### src/rtl/instruction_fetch_unit.sv
// Instruction fetch unit: streams PCs into a synchronous I-cache, pairs returned words with their PCs, and
// hands them to decode over valid/ready with a one-entry skid. Optional misaligned-redirect trap: FETCH_MISALIGN_TRAP_EN.
module instruction_fetch_unit #(
  parameter logic [31:0] RESET_PC = 32'h0000_0000
) (
  input  logic        clk,
  input  logic        rst,
  output logic [29:0] icache_addr,
  input  logic [31:0] icache_data,
  input  logic        redirect,
  input  logic [31:0] redirect_pc,
  input  logic        inst_ready,
  output logic        inst_valid,
  output logic [31:0] inst,
  output logic [31:0] inst_pc,
  output logic        fetch_misalign,
  output logic [31:0] misalign_pc
);

  typedef enum logic [1:0] {STREAM, HELD, TRAP} state_t;

  state_t      state, state_nxt;
  logic [31:0] pc_req, resp_pc, hold_inst, hold_pc;
  logic        resp_valid;
  logic [31:0] redir_tgt;
  logic        redir_misalign;

`ifdef FETCH_MISALIGN_TRAP_EN
  logic [31:0] trap_pc;

  assign redir_tgt      = redirect_pc;
  assign redir_misalign = |redirect_pc[1:0];
  assign fetch_misalign = (state == TRAP);
  assign misalign_pc    = (state == TRAP) ? trap_pc : 32'h0;

  always_ff @(posedge clk) begin
    if (rst)
      trap_pc <= 32'h0;
    else if (redirect && redir_misalign)
      trap_pc <= redirect_pc;
  end
`else
  logic unused_redir_lsb;

  // Low target bits are dropped: the target is always forced word-aligned.
  assign unused_redir_lsb = ^redirect_pc[1:0];
  assign redir_tgt        = {redirect_pc[31:2], 2'b00};
  assign redir_misalign   = 1'b0;
  assign fetch_misalign   = 1'b0;
  assign misalign_pc      = 32'h0;
`endif

  // While HELD the cache keeps re-reading resp_pc so the second word survives the stall.
  assign icache_addr = (state == HELD) ? resp_pc[31:2] : pc_req[31:2];

  always_comb begin
    state_nxt  = state;
    inst_valid = 1'b0;
    inst       = 32'h0;
    inst_pc    = 32'h0;
    case (state)
      STREAM: begin
        inst_valid = resp_valid & ~redirect;
        if (inst_valid) begin
          inst    = icache_data;
          inst_pc = resp_pc;
        end
        if (inst_valid && !inst_ready)
          state_nxt = HELD;
      end
      HELD: begin
        inst_valid = ~redirect;
        if (inst_valid) begin
          inst    = hold_inst;
          inst_pc = hold_pc;
        end
        if (inst_ready)
          state_nxt = STREAM;
      end
      TRAP: ;
      default: state_nxt = STREAM;
    endcase
    if (redirect)
      state_nxt = redir_misalign ? TRAP : STREAM;
  end

  always_ff @(posedge clk) begin
    if (rst)
      state <= STREAM;
    else
      state <= state_nxt;
  end

  always_ff @(posedge clk) begin
    if (rst) begin
      pc_req     <= RESET_PC;
      resp_pc    <= 32'h0;
      resp_valid <= 1'b0;
      hold_inst  <= 32'h0;
      hold_pc    <= 32'h0;
    end else if (redirect) begin
      // A misaligned target parks in TRAP without moving the fetch pointer.
      if (!redir_misalign)
        pc_req <= redir_tgt;
      resp_valid <= 1'b0;
    end else if (state == STREAM) begin
      resp_pc    <= pc_req;
      resp_valid <= 1'b1;
      pc_req     <= pc_req + 32'd4;
      if (inst_valid && !inst_ready) begin
        hold_inst <= icache_data;
        hold_pc   <= resp_pc;
      end
    end
  end

endmodule

### config.mk
export PLATFORM = sky130hd
export DESIGN_NAME = instruction_fetch_unit
export DESIGN_NICKNAME = d
export VERILOG_FILES = /design/src/rtl/instruction_fetch_unit.sv
export SDC_FILE = /design/constraint.sdc
export NUM_CORES = 1
export LEC_CHECK = 0
export CAP_MARGIN = 20
export CORE_MARGIN = 5
export CORE_UTILIZATION = 35
export CTS_BUF_LIST = sky130_fd_sc_hd__clkbuf_16
export DETAILED_ROUTE_END_ITERATION = 10
export GPL_TIMING_DRIVEN = 0
export PLACE_DENSITY_LB_ADDON = 0.05
export SLEW_MARGIN = 15
export SYNTH_ARGS = -nofsm -noshare
export SYNTH_HDL_FRONTEND = slang
export SYNTH_SLANG_ARGS = --single-unit
### constraint.sdc
create_clock -name clk -period 2.71 [get_ports clk]
set_input_delay 0.4065 -clock clk [delete_from_list [all_inputs] [get_ports clk]]
set_output_delay 0.4065 -clock clk [all_outputs]
set_load 0.02 [all_outputs]
### After elaboration in Yosys (flattened, before gate mapping)

Index checks and enable logic that the tools add are counted.
W data, S select, Z words.

* register bits after elaboration: 131
* bits in latches: 0
* RAM bits: 0
* bits in read-only memories: 0
* input port bits: 68
* logic and storage cells: 37
* memories kept: 0

* add/sub/neg operators: 1
* $mul: 0
* divide/modulo/power cells: 0
* magnitude comparators: 0
* equal/unequal tests: 4
* shifts and indexed selects: 0
* multiplexer cells: 13
* bitwise gates (word level): 3
* reduce and logical (&&, ||, !) cells: 9

Operators with widths (number)
* $mux W32: 6
* $pmux W32 S2: 2
* $add A32 B3 Y32 const B: 1
* $mux W30: 1
* $pmux W2 S3: 1
* $reduce_and A3 Y1: 2
* $mux W2: 2
* $ne A2 B2 Y1 const B: 2
* $eq A2 B1 Y1 const B: 1
* $eq A2 B2 Y1 const B: 1
* $logic_and A1 B1 Y1: 2
* $logic_not A2 Y1: 1
* $not A1 Y1: 2
* $pmux W1 S2: 1
* $reduce_and A2 Y1: 1
* $reduce_bool A2 Y1: 1
* $reduce_or A2 Y1: 1
* $and A1 B1 Y1: 1
* $logic_not A1 Y1: 1

### Depth between registers and ports, before layout

* depth after elaboration: 5
* depth in mapped cells: 8
* depth with buffers taken out: 5

### Worst setup path before layout

No wires, ideal clock.

* kind: register to output
* start: register state[0]
* end: output icache_addr[10]
* arrival time: 1.671 ns
* required time: 2.304 ns
* slack: 0.632 ns
* cell stages (with the launch flop): 5
* buffers on the path: 3
* cell sequence: dfxtp_1 clkbuf_1 buf_1 clkbuf_1 mux2_2

* word-level cells in the longest chain between the ends: 2

RTL lines
* from (decl): line 22 `state_t state, state_nxt;`
* from (signal assigned): line 91 `state <= state_nxt;`
* $eq A2 B1 Y1: line 54 `assign icache_addr = (state == HELD) ? resp_pc[31:2] : pc_req[31:2];`
* $mux W30: line 54
* to (decl): line 8 `output logic [29:0] icache_addr,`

Every way passes these cells.

### Worst setup path after layout

* start: register state[0]
* end: output icache_addr[21]

Same word-level chain as after synthesis.

==> summary.txt <==
R2R Setup Slk -> 0.39 ns
Worst Max-Slew Pin Slew -> 0.801 ns
global-route usage over all layers -> 20.1%
CTS Root Cell -> clkbuf_16
CP startpoint kind -> flop
worst-case clock skew -> 0.00762 ns
DR pass1 iterations -> 5
CTS clk-pin slew, worst paths -> 0.05 ns
layout cells sized above 1 -> 12.0%
Filler cells -> 1,779
FF/Latch Area -> 2490 um2
IO buf count -> 158
Yosys cell types -> 48
drt total wl -> 20,800 um
die span in y -> 144 um
first-pass GRT wire length -> 32,700 um
H-tree levels -> 4
final setup vio count -> 0
WL met2 -> 9490 um
initial antenna violation count -> 0
EDFF count, synth -> 0
clk sinks -> 124
status -> finished, final reports clean
number of top-level pins -> 196
LEAKAGE -> 3.55 nW
type of the worst setup path -> flop to output port
Core ar. -> 17,400 um2
hold depth -> 2
Synth top area share -> 39.7%
flops & latches, synth -> 124
leading area contributor after synthesis -> dfxtp_1
full die area -> 20,700 um2
Mean Syn Cell Area -> 7.83 um2
Final HPWL DP -> 15,000 um
R2R cell count -> 5
layout net count -> 1,078
cts bufs inserted -> 17
footprint of the multi-input gates -> 3350 um2
Worst setup EP type -> output port
most instantiated cells after synthesis -> nand2_1, dfxtp_1, a21oi_1
RR Endpoint -> pc_req[29]
Max Buffers Root-to-Sink -> 2
wire length on met3 -> 1170 um
Power Total -> 4.62 mW
vias per inst -> 5.04
DRC -> 0
final std cells w/o fill -> 1,245
MaxCap Viol Count -> 0
Cells after DPL -> 1,216
r2r startpoint -> pc_req[7]
Final WS setup -> 0.0984 ns
most common cell in the synthesized netlist -> nand2_1
Routed WL per cell -> 16.7 um
Hold Path Class -> flop to flop
Slew headroom -> 46.3%
worst-path fanout max -> 12
cell area after synthesis -> 6260 um2
Fin. Hold Viols -> 0
Starting Density -> 35.9%
Die Wd -> 144 um
ANT nets after route -> 0
number of global-route vias before repair -> 6,046
met1 WL -> 9860 um
Core Util, Final -> 50.4%
Crit path arrival time -> 2.21 ns
Overflow after GRT -> 0
P&R area growth vs syn -> 40.2%
hold_ws -> 0.453 ns
Achievable Freq -> 383 MHz
CTS tree -> yes
row count -> 48
Hold Path Sink -> hold_pc[4]
worst skew pair latency -> 0.41 ns
power per cell area -> 527 nW/um2
RSZ-0062 raised after global routing -> false
worst vdd ir -> 0.437 mV
Tcrit/Tclk final -> 96.4%
starting DRC count in detailed routing -> 363
Seq/Total Area, Yosys -> 39.7%
DR top layer -> met4
hold path start -> hold_pc[4]
fin. max-slew vios -> 0
vias -> 6,273
Async SR Flop Fraction -> 0%
ANT cells -> 0
largest net degree at the start of global routing -> 17
minimum clock period -> 2.61 ns
Critical Path RT -> 2.30 ns
top_reg_cell synth -> dfxtp_1
yosys warns -> 0
gate count of the mapped netlist -> 799
Area contributors post-synth -> dfxtp_1, nand2_1, a22o_1, a21oi_1, mux2_2
Place WS -> -0.901 ns
GP Congestion -> 0.847
==> critical path, stage by stage (launching register included) <==
cell,delay [ns]
dfxtp_4,0.41
buf_4,0.21
clkbuf_4,0.26
mux2_2,0.36
clkdlybuf4s50_1,0.54
==> power breakdown <==
| part | switching [mW] | internal [mW] | leakage, nW |
|---|---|---|---|
| clock | 0.799 | 1.22 | 0.263 |
| sequential | 0.0666 | 1.88 | 1.01 |
| combinational | 0.355 | 0.294 | 2.27 |
==> sequential cells by signal, indices dropped and copies added (netlist names) <==
signal,flops
state,1
pc_req,30
resp_valid,1
resp_pc,30
hold_inst,32
hold_pc,30
==> repair_timing <==
item / in CTS / in global routing
setup endpoints to repair: 93 / 62
hold buffers: 0 / 0
gates resized for setup: 98 / 9
buffers inserted: 0 / 0
==> cell type report <==
cell class | count | share of cell area (%)
inverter | 7 | 0.299
clock buffer | 17 | 4.85
timing repair buffer | 158 | 17.3
sequential | 124 | 28.3
multi-input combinational | 597 | 38.1
tap | 225 | 3.21
buffer | 104 | 6.87
clock inverter | 13 | 1.01
==> layout by cell type (no fill, tap or decap), drive strengths merged, types with 8 or more instances in the layout <==
| cell | synthesis | routed |
|---|---|---|
| or4 | 8 | 8 |
| nor2 | 21 | 21 |
| clkbuf | 63 | 77 |
| inv | 6 | 9 |
| clkinv | 1 | 8 |
| buf | 42 | 44 |
| a31oi | 9 | 9 |
| conb | 1 | 35 |
| mux2 | 28 | 28 |
| clkdlybuf4s50 | 0 | 92 |
| nand3 | 15 | 15 |
| a22o | 62 | 62 |
| a21oi | 101 | 101 |
| dfxtp | 124 | 124 |
| nand2 | 217 | 217 |
| dlygate4sd2 | 0 | 61 |
==> worst max path at each step <==
| stage | start | endpoint | slack [ns] |
|---|---|---|---|
| after floorplan | state[0] | icache_addr[10] | 0.63 |
| after global placement | redirect | inst_pc[11] | -0.88 |
| after detailed placement | redirect | inst_pc[16] | -0.90 |
| after CTS | state[0] | icache_addr[18] | 0.02 |
| after global routing | redirect | inst[22] | 0.004 |
| final | state[0] | icache_addr[21] | 0.1 |
==> per-stage QoR <==
| step | cell area (um2) | TNS [ns] |
|---|---|---|
| 2_1_floorplan | 6380 | 0 |
| 3_3_place_gp | 8250 | -81.79 |
| 3_5_place_dp | 8250 | -57.72 |
| 4_1_cts | 8760 | 0 |
| 5_1_grt | 8770 | 0 |
| 6_report | 8770 | 0 |
==> routing by layer <==
layer	track usage, %	vias up
met2	31.3	176
met4	5.15	0
met1	28.1	2905
met3	4.89	20
met5	0	-
li1	-	3172
==> kinds of logic (layout without fill, tap and decap cells) <==
kind of cell | count (synthesis) | in the layout | share of synthesized area [%]
flops | 124 | 124 | 39.7
buf+inv | 112 | 299 | 8.98
compound gates | 206 | 206 | 21.8
other cells | 1 | 35 | 0.0599
mux | 29 | 29 | 5.20
simple gates | 316 | 316 | 22.7
fa+ha+maj | 1 | 1 | 0.200
xor+xnor | 10 | 10 | 1.40
Note: power is estimated with default switching activity, not from simulation.
